[src/rtl/writeback_stage_if.sv]
// Upstream handshake and memory read-response bundle feeding the writeback stage.
interface writeback_stage_if #(
  parameter int DWIDTH = 32
);
  logic              ex_valid;
  logic              ex_ready;
  logic [4:0]        ex_rd;
  logic [1:0]        ex_wbsel;
  logic [DWIDTH-1:0] ex_alu;
  logic [DWIDTH-1:0] ex_pc;
  logic [2:0]        ex_funct3;
  logic [1:0]        ex_addr_lo;
  logic              mem_rvalid;
  logic [DWIDTH-1:0] mem_rdata;

  modport master (
    output ex_valid, ex_rd, ex_wbsel, ex_alu, ex_pc, ex_funct3, ex_addr_lo,
    output mem_rvalid, mem_rdata,
    input  ex_ready
  );

  modport slave (
    input  ex_valid, ex_rd, ex_wbsel, ex_alu, ex_pc, ex_funct3, ex_addr_lo,
    input  mem_rvalid, mem_rdata,
    output ex_ready
  );
endinterface

[src/rtl/writeback_stage.sv]
// Final pipeline stage: selects ALU / PC+4 / extended load data for the register file,
// counts retired instructions and aborts loads whose memory response never arrives.
module writeback_stage #(
  parameter int DWIDTH      = 32,
  parameter int MEM_TIMEOUT = 64,
  parameter int CNT_WIDTH   = 32
) (
  input  logic                 clk,
  input  logic                 rst,
  writeback_stage_if.slave     pipe_io,
  output logic [4:0]           rd_o,
  output logic [DWIDTH-1:0]    datawb_o,
  output logic                 regwren_o,
  output logic [CNT_WIDTH-1:0] retire_cnt_o,
  output logic                 err_o
);

  localparam int TW = $clog2(MEM_TIMEOUT) + 1;

  typedef enum logic {IDLE, WAIT_MEM} state_e;

  state_e                 state_q, state_d;
  logic [4:0]             ldRd_q, ldRd_d;
  logic [2:0]             ldFunct3_q, ldFunct3_d;
  logic [1:0]             ldAddrLo_q, ldAddrLo_d;
  logic [TW-1:0]          tmoCnt_q, tmoCnt_d;
  logic                   pendValid_q, pendValid_d;
  logic [4:0]             pendRd_q, pendRd_d;
  logic [DWIDTH-1:0]      pendData_q, pendData_d;
  logic                   pendWr_q, pendWr_d;
  logic [4:0]             rd_q, rd_d;
  logic [DWIDTH-1:0]      datawb_q, datawb_d;
  logic                   regwren_q, regwren_d;
  logic [CNT_WIDTH-1:0]   retireCnt_q, retireCnt_d;
  logic                   err_q, err_d;

  logic                   exReady, accept, isLoad, loadDone;
  logic [DWIDTH-1:0]      directData;
  logic                   directWr;
  logic                   cmpValid, cmpWr;
  logic [4:0]             cmpRd;
  logic [DWIDTH-1:0]      cmpData;

  function automatic logic [DWIDTH-1:0] extendLoad(input logic [2:0]        f3,
                                                   input logic [1:0]        lo,
                                                   input logic [DWIDTH-1:0] w);
    logic [7:0]  b;
    logic [15:0] h;
    b = w[{lo, 3'b000} +: 8];
    h = lo[1] ? w[31:16] : w[15:0];
    case (f3)
      3'd0:    extendLoad = DWIDTH'($signed(b));
      3'd4:    extendLoad = DWIDTH'(b);
      3'd1:    extendLoad = DWIDTH'($signed(h));
      3'd5:    extendLoad = DWIDTH'(h);
      default: extendLoad = w;
    endcase
  endfunction

  assign pipe_io.ex_ready = exReady;
  assign rd_o             = rd_q;
  assign datawb_o         = datawb_q;
  assign regwren_o        = regwren_q;
  assign retire_cnt_o     = retireCnt_q;
  assign err_o            = err_q;

  // A non-load accepted while a load or a held result is retiring waits one slot in
  // the pending register so that every completion still gets its own write cycle.
  always_comb begin
    state_d     = state_q;
    ldRd_d      = ldRd_q;
    ldFunct3_d  = ldFunct3_q;
    ldAddrLo_d  = ldAddrLo_q;
    tmoCnt_d    = tmoCnt_q;
    pendValid_d = 1'b0;
    pendRd_d    = pendRd_q;
    pendData_d  = pendData_q;
    pendWr_d    = pendWr_q;
    rd_d        = rd_q;
    datawb_d    = datawb_q;
    regwren_d   = 1'b0;
    retireCnt_d = retireCnt_q;
    err_d       = err_q;
    cmpValid    = 1'b0;
    cmpWr       = 1'b0;
    cmpRd       = 5'd0;
    cmpData     = '0;

    exReady  = (state_q == IDLE) || ((state_q == WAIT_MEM) && pipe_io.mem_rvalid);
    accept   = pipe_io.ex_valid && exReady;
    isLoad   = (pipe_io.ex_wbsel == 2'd1);
    loadDone = (state_q == WAIT_MEM) && pipe_io.mem_rvalid;

    case (pipe_io.ex_wbsel)
      2'd0:    directData = pipe_io.ex_alu;
      2'd2:    directData = pipe_io.ex_pc + DWIDTH'(4);
      default: directData = '0;
    endcase
    directWr = (pipe_io.ex_wbsel != 2'd3);

    if (loadDone) begin
      cmpValid = 1'b1;
      cmpWr    = 1'b1;
      cmpRd    = ldRd_q;
      cmpData  = extendLoad(ldFunct3_q, ldAddrLo_q, pipe_io.mem_rdata);
    end else if (pendValid_q) begin
      cmpValid = 1'b1;
      cmpWr    = pendWr_q;
      cmpRd    = pendRd_q;
      cmpData  = pendData_q;
    end else if (accept && !isLoad) begin
      cmpValid = 1'b1;
      cmpWr    = directWr;
      cmpRd    = pipe_io.ex_rd;
      cmpData  = directData;
    end

    if (accept && !isLoad && (loadDone || pendValid_q)) begin
      pendValid_d = 1'b1;
      pendRd_d    = pipe_io.ex_rd;
      pendData_d  = directData;
      pendWr_d    = directWr;
    end

    if (cmpValid) begin
      rd_d        = cmpRd;
      regwren_d   = cmpWr && (cmpRd != 5'd0);
      datawb_d    = regwren_d ? cmpData : '0;
      retireCnt_d = retireCnt_q + CNT_WIDTH'(1);
    end

    case (state_q)
      IDLE: begin
        if (accept && isLoad) begin
          state_d    = WAIT_MEM;
          ldRd_d     = pipe_io.ex_rd;
          ldFunct3_d = pipe_io.ex_funct3;
          ldAddrLo_d = pipe_io.ex_addr_lo;
          tmoCnt_d   = '0;
        end
      end
      WAIT_MEM: begin
        if (pipe_io.mem_rvalid) begin
          if (accept && isLoad) begin
            ldRd_d     = pipe_io.ex_rd;
            ldFunct3_d = pipe_io.ex_funct3;
            ldAddrLo_d = pipe_io.ex_addr_lo;
            tmoCnt_d   = '0;
          end else begin
            state_d = IDLE;
          end
        end else if (tmoCnt_q == TW'(MEM_TIMEOUT - 1)) begin
          err_d   = 1'b1;
          state_d = IDLE;
        end else begin
          tmoCnt_d = tmoCnt_q + TW'(1);
        end
      end
      default: state_d = IDLE;
    endcase
  end

  always_ff @(posedge clk or negedge rst) begin
    if (!rst) begin
      state_q     <= IDLE;
      ldRd_q      <= '0;
      ldFunct3_q  <= '0;
      ldAddrLo_q  <= '0;
      tmoCnt_q    <= '0;
      pendValid_q <= 1'b0;
      pendRd_q    <= '0;
      pendData_q  <= '0;
      pendWr_q    <= 1'b0;
      rd_q        <= '0;
      datawb_q    <= '0;
      regwren_q   <= 1'b0;
      retireCnt_q <= '0;
      err_q       <= 1'b0;
    end else begin
      state_q     <= state_d;
      ldRd_q      <= ldRd_d;
      ldFunct3_q  <= ldFunct3_d;
      ldAddrLo_q  <= ldAddrLo_d;
      tmoCnt_q    <= tmoCnt_d;
      pendValid_q <= pendValid_d;
      pendRd_q    <= pendRd_d;
      pendData_q  <= pendData_d;
      pendWr_q    <= pendWr_d;
      rd_q        <= rd_d;
      datawb_q    <= datawb_d;
      regwren_q   <= regwren_d;
      retireCnt_q <= retireCnt_d;
      err_q       <= err_d;
    end
  end

endmodule

[src/flat_wrapper.sv]
// flat-port wrapper written by rule: the top's interface ports become plain ports
module writeback_stage_flat 
#(
  parameter int DWIDTH      = 32,
  parameter int MEM_TIMEOUT = 64,
  parameter int CNT_WIDTH   = 32
)
  (clk, rst, rd_o, datawb_o, regwren_o, retire_cnt_o, err_o, pipe_io_ex_valid, pipe_io_ex_rd, pipe_io_ex_wbsel, pipe_io_ex_alu, pipe_io_ex_pc, pipe_io_ex_funct3, pipe_io_ex_addr_lo, pipe_io_mem_rvalid, pipe_io_mem_rdata, pipe_io_ex_ready);
  writeback_stage_if #(.DWIDTH(DWIDTH)) pipe_io_i ();
  input  logic clk;
  input  logic rst;
  output logic [4:0] rd_o;
  output logic [DWIDTH-1:0] datawb_o;
  output logic regwren_o;
  output logic [CNT_WIDTH-1:0] retire_cnt_o;
  output logic err_o;
  input wire logic [$bits(pipe_io_i.ex_valid)-1:0] pipe_io_ex_valid;
  input wire logic [$bits(pipe_io_i.ex_rd)-1:0] pipe_io_ex_rd;
  input wire logic [$bits(pipe_io_i.ex_wbsel)-1:0] pipe_io_ex_wbsel;
  input wire logic [$bits(pipe_io_i.ex_alu)-1:0] pipe_io_ex_alu;
  input wire logic [$bits(pipe_io_i.ex_pc)-1:0] pipe_io_ex_pc;
  input wire logic [$bits(pipe_io_i.ex_funct3)-1:0] pipe_io_ex_funct3;
  input wire logic [$bits(pipe_io_i.ex_addr_lo)-1:0] pipe_io_ex_addr_lo;
  input wire logic [$bits(pipe_io_i.mem_rvalid)-1:0] pipe_io_mem_rvalid;
  input wire logic [$bits(pipe_io_i.mem_rdata)-1:0] pipe_io_mem_rdata;
  output wire logic [$bits(pipe_io_i.ex_ready)-1:0] pipe_io_ex_ready;
  assign pipe_io_i.ex_valid = pipe_io_ex_valid;
  assign pipe_io_i.ex_rd = pipe_io_ex_rd;
  assign pipe_io_i.ex_wbsel = pipe_io_ex_wbsel;
  assign pipe_io_i.ex_alu = pipe_io_ex_alu;
  assign pipe_io_i.ex_pc = pipe_io_ex_pc;
  assign pipe_io_i.ex_funct3 = pipe_io_ex_funct3;
  assign pipe_io_i.ex_addr_lo = pipe_io_ex_addr_lo;
  assign pipe_io_i.mem_rvalid = pipe_io_mem_rvalid;
  assign pipe_io_i.mem_rdata = pipe_io_mem_rdata;
  assign pipe_io_ex_ready = pipe_io_i.ex_ready;
  writeback_stage #(.DWIDTH(DWIDTH), .MEM_TIMEOUT(MEM_TIMEOUT), .CNT_WIDTH(CNT_WIDTH)) u_core (.clk(clk), .rst(rst), .pipe_io(pipe_io_i), .rd_o(rd_o), .datawb_o(datawb_o), .regwren_o(regwren_o), .retire_cnt_o(retire_cnt_o), .err_o(err_o));
endmodule
[config.mk]
export PLATFORM = sky130hd
export DESIGN_NAME = writeback_stage_flat
export DESIGN_NICKNAME = d
export VERILOG_FILES = /design/src/rtl/writeback_stage_if.sv /design/src/rtl/writeback_stage.sv /design/src/flat_wrapper.sv
export SDC_FILE = /design/constraint.sdc
export NUM_CORES = 1
export LEC_CHECK = 0
export ABC_CLOCK_PERIOD_IN_PS = 2200
export CORE_UTILIZATION = 45
export DETAILED_ROUTE_END_ITERATION = 16
export PLACE_DENSITY = 0.77
export SYNTH_ARGS = -nofsm -noshare
export SYNTH_HDL_FRONTEND = slang
export SYNTH_SLANG_ARGS = --single-unit
[constraint.sdc]
create_clock -name clk -period 2.2 [get_ports clk]
set_input_delay 0.22 -clock clk [delete_from_list [all_inputs] [get_ports clk]]
set_output_delay 0.22 -clock clk [all_outputs]
set_load 0.02 [all_outputs]
* Yosys cells after proc, flatten, opt, wreduce, memory -nomap -nowiden
Cells that the tools add are included.
** Word-level totals
- Register bits :: 128
- Logic and storage cells :: 77
** Operators by class
- Add/subtract/negate cells :: 3
- Reductions and logical operators :: 13
- Multiplexer cells :: 35
- Shift operators :: 1
- Eq/ne operators :: 9
- Bitwise operators :: 2
** Operators by type and width (number)
- $mux W32 :: 4
- $pmux W32 S4 :: 1
- $pmux W32 S2 :: 1
- $add A32 B1 Y32 const B :: 1
- $add A32 B3 Y32 const B :: 1
- $shiftx A32 B6 Y8 :: 1
- $mux W5 :: 5
- $mux W7 :: 3
- $mux W16 :: 1
- $pmux W7 S2 :: 1
- $mux W1 :: 11
- $pmux W5 S2 :: 1
- $add A7 B1 Y7 const B :: 1
- $eq A7 B6 Y1 const B :: 1
- $eq A3 B3 Y1 const B :: 2
- $logic_and A1 B1 Y1 :: 6
- $mux W3 :: 2
- $pmux W3 S2 :: 1
- $reduce_bool A5 Y1 :: 1
- $mux W2 :: 2
- $ne A2 B2 Y1 const B :: 2
- $pmux W2 S2 :: 1
- $eq A3 B1 Y1 const B :: 1
- $logic_not A3 Y1 :: 1
- other kinds (9) :: 11

* Logic depth before layout (Yosys ltp)
- Depth after elaboration :: 10
- Mapped depth :: 9
- Gate-level depth less buffers :: 7

* Least setup slack after synthesis
No wires, ideal clock.
- Path kind :: register to register
- From :: reg u_core.state_q
- To :: reg u_core.datawb_q[25] (netlist: u_core.datawb_o[25])
- Arrival :: 2.041 ns
- Path slack :: 0.038 ns
- Path buffers :: 2
- Cell stages (with the launch flop) :: 9
- Required time :: 2.079 ns
- Clock period less this slack :: 2.162 ns
- Setup time :: 0.121 ns
- Cells stage by stage :: dfrtp_1 -> and2_1 -> clkbuf_1 -> a21oi_1 -> a21oi_1 -> or4_1 -> o21a_1 -> buf_2 -> a32o_2
** On the way
- Longest elaborated chain between the ends :: 10
- Elaborated cells between the ends (all ways) :: 20
- Those cells by class :: 13 x mux; 1 x bitwise; 6 x reduce/logical
** Ends and longest elaborated chain
- start, declared :: line writeback_stage.sv:22 : state_e state_q, state_d;
- start signal, assigned :: line writeback_stage.sv:180 : state_q <= state_d;
- $logic_and A1 B1 Y1 / $not A1 Y1 (equally long branches) :: line writeback_stage.sv:89, writeback_stage.sv:92
- $logic_or A1 B1 Y1 :: line writeback_stage.sv:89 : exReady = (state_q == IDLE) || ((state_q == WAIT_MEM) && pipe_io.mem_rvalid);
- $logic_and A1 B1 Y1 :: line writeback_stage.sv:90 : accept = pipe_io.ex_valid && exReady;
- $logic_and A1 B1 Y1 :: line writeback_stage.sv:111 : end else if (accept && !isLoad) begin
- $mux W5 :: line writeback_stage.sv:111
- $mux W5 :: line writeback_stage.sv:106 : end else if (pendValid_q) begin
- $mux W5 :: line writeback_stage.sv:101 : if (loadDone) begin
- $reduce_bool A5 Y1 :: line writeback_stage.sv:127 : regwren_d = cmpWr && (cmpRd != 5'd0);
- $logic_and A1 B1 Y1 :: line writeback_stage.sv:127
- $mux W32 :: line writeback_stage.sv:128 : datawb_d = regwren_d ? cmpData : '0;
- end signal, assigned :: line writeback_stage.sv:190 : datawb_q <= datawb_d;
- end, declared :: line writeback_stage.sv:32 : logic [DWIDTH-1:0] datawb_q, datawb_d;
Parallel ways exist; a longest one is shown, timed or not.
A chain may end at the register's enable or synchronous reset.

* Final worst setup path
- From :: reg u_core.state_q
- To :: reg u_core.datawb_q[12] (netlist: u_core.datawb_o[12])
Same word-level chain as after synthesis.

==> results.md <==
- Outcome: finished, final reports clean
- Longest Clk Path Bufs: 2
- Flop2flop setup slack: about 0.018 ns
- Cell taking the most area after synthesis: dfrtp_1
- EDFF count, synth: 0
- Seq/Total Area, Yosys: 0.443
- Critical R2R Launch: u_core.state_q
- Pre-CTS WS: -0.476 ns
- Clock latency on the worst-skew pair: roughly 0.42 ns
- Avg WL per Cell: 19.0 um
- Fillers: 1174
- Yosys reg bits: 128
- Buffers on Ports: around 180
- Most common cell in the netlist: dfrtp_1
- Setup Crit Path Kind: reg -> reg
- FMAX: 0.458 GHz
- H-Tree Depth: 4
- Drt drc: 0
- Final period util: 0.992
- Initial antenna violation count: 0
- Gate Count Post-Synth: 771
- Syn Nets: 886
- Nets: 1171
- Largest net degree at the start of global routing: 65
- Fin. max-slew vios: 0
- Starting DRT DRC Count: 764
- Async set-reset flop share out of synthesis: 1.00
- Vias in the first global route: 7082
- GRT Residual Overflow: 0
- YS warnings: 0
- Clock slew at reported path FFs: 0.06 ns
- Layout cell share with drive strength beyond 1: 0.208
- Slew @ Worst Pin: 0.676 ns
- Top post-synthesis cells by count: dfrtp_1, nor2_1, nand2_1
- Reg-to-reg endpoint: u_core.datawb_o[12]
- Syn Area/Cell: 9.39 um^2
- Final Power: 0.00810 W
- Row count: 45
- N_diodes: 0
- Worst Skew: 0.00821 ns
- Setup ws final: 0.0176 ns
- Worst Path Arrival: 2.48 ns
- P per Cell Area: 742 nW/um^2
- Final Hold Fails: 0
- Core area: between 15000 and 20000 um^2
- Gr usage total: 0.294
- Hold WS: 0.254 ns
- Crit Path Max Fanout: 16
- HP Class: in -> async
- Die X: 129 um
- CTS sink count: 128
- Routed vias/inst: ~6
- Ys flop type: dfrtp_1
- WL final: 24.3 mm
- Die Ht: between 100 and 150 um
- Max-Cap Viols: 0
- Placer Congestion: 0.918
- Max VDD drop: ~0.00053 V
- IO Pins: 184
- Post-route ant nets: 0
- CTS tree: yes
- Crit. End Element: flop
- Largest cells by area after synthesis: dfrtp_1, mux2_2, nor2_1
- CTS Buf Count: 17
- Root Buffer: clkbuf_16
- Final setup fails: 0
- CP startpoint kind: flop
- Area grow syn2layout: 50.7%
- Initial core utilization: 0.469
- Detailed placement HPWL: 18.1 mm
- Slew HR: 0.545
- Worst Path Required: roughly 2.5 ns
- Fin crit period: 2.18 ns
- Area share of the leading cell type in the synthesized netlist: 0.443
- Vias: 7492
- Static Leak: approximately 4.8 nW
- First-pass GRT wire length: approximately 37 mm
- Synth Cell Area: 7240 um^2
- Pre-antenna DRT Iters: 5
- Die ar.: 16600 um^2
- Reg2reg path depth: 8
- Yosys cell types: approximately 60
-- metal layers --
layer,vias to the layer above,track usage,share of wire
met5,-,0,0
met4,0,0.115,0.028
met3,51,0.0499,0.070
met2,381,0.483,0.47
met1,3628,0.388,0.43
li1,3432,-,-
-- cell families (layout without fill, tap and decap cells) --
family | Yosys count | after routing | share of synthesized area
compound gates | 229 | 229 | 0.232
fa+ha+maj | 3 | 3 | 0.00519
mux | 31 | 31 | 0.0474
buf+inv | 68 | 364 | 0.0361
xor+xnor | 53 | 53 | 0.0641
simple gates | 259 | 259 | 0.173
flops | 128 | 128 | 0.443
-- cells in the final DEF, fill, tap and decap left out, drive strengths merged, types with 4 or more instances in the layout --
cell type / count
clkbuf: 20
o211ai: 8
a211oi: 5
mux2i: 5
xor2: 24
a21boi: 6
nor3: 21
nor4: 6
mux2: 26
a2111oi: 4
o21ai: 55
nand2b: 5
a22o: 20
dfrtp: 128
a221oi: 12
nor2: 75
or4: 6
a21o: 11
clkdlybuf4s50: 175
nand4: 21
a21oi: 27
and2: 4
or3: 6
nand2: 68
buf: 135
a31oi: 9
and3: 10
a32o: 23
o31ai: 6
nand3: 21
clkinv: 6
xnor2: 29
a221o: 12
nor2b: 8
inv: 17
-- cell type report --
type	instances	area, um^2	share of cell area
Timing Repair Buffer	317	2920	0.268
Tap cell	211	264	0.0242
Clock buffer	20	457	0.0419
Sequential cell	128	3210	0.294
Inverter	17	63.8	0.00585
Multi-Input combinational cell	575	3890	0.356
Clock inverter	10	113	0.0103
-- critical path: stages (launching register included) --
cell     delay (ns)
dfrtp_1        0.41
nor2b_4        0.19
inv_2          0.08
nand4_1        0.10
a21oi_1        0.09
or4_4          0.56
o21a_1         0.23
buf_6          0.17
a32o_1         0.24
-- state kept, by name, summed over array words and instances (netlist names), 2 cells and up --
register,count
u_core.datawb_o,32
u_core.ldAddrLo_q,2
u_core.ldFunct3_q,3
u_core.ldRd_q,5
u_core.pendData_q,32
u_core.pendRd_q,5
u_core.rd_o,5
u_core.retire_cnt_o,32
u_core.tmoCnt_q,7
-- worst max-delay path by stage --
stage / start / to / slack, ns / depth (start not counted)
final: u_core.state_q / u_core.datawb_o[12] / 0.02 / 8
after CTS: pipe_io_ex_pc[2] / u_core.datawb_o[24] / 0.003 / 8
after floorplan: u_core.state_q / u_core.datawb_o[25] / 0.04 / 8
after global routing: u_core.state_q / u_core.datawb_o[25] / -0.05 / 8
after detailed placement: pipe_io_ex_pc[10] / u_core.datawb_o[27] / -0.48 / 7
after global placement: pipe_io_ex_pc[9] / u_core.datawb_o[27] / -0.40 / 7
-- report_power, final --
group / switching, W / total, W / internal [W]
logic: 0.00114 / 0.00231 / 0.00117
registers: 0.000295 / 0.00304 / 0.00275
clock network: 0.00104 / 0.00274 / 0.00171
-- per-stage QoR --
stage | cell area, um^2 | TNS [ns] | util | std cells
final | 10900 | 0 | 0.707 | 1278
after detailed placement | 10200 | -18.12 | 0.660 | 1244
after CTS | 10800 | 0 | 0.698 | 1275
after global placement | 10200 | -16.21 | 0.660 | 1244
after global routing | 10900 | -0.623 | 0.707 | 1278
after floorplan | 7240 | 0 | - | 771
-- timing repair --
item,CTS,global route
gates resized for setup,9,27
pin swaps,1,8
setup buffers,0,3
endpoints found under the setup margin,32,39
hold endpoints to repair,24,0
hold buffers,1,0
Note: power is estimated with default switching activity, not from simulation.
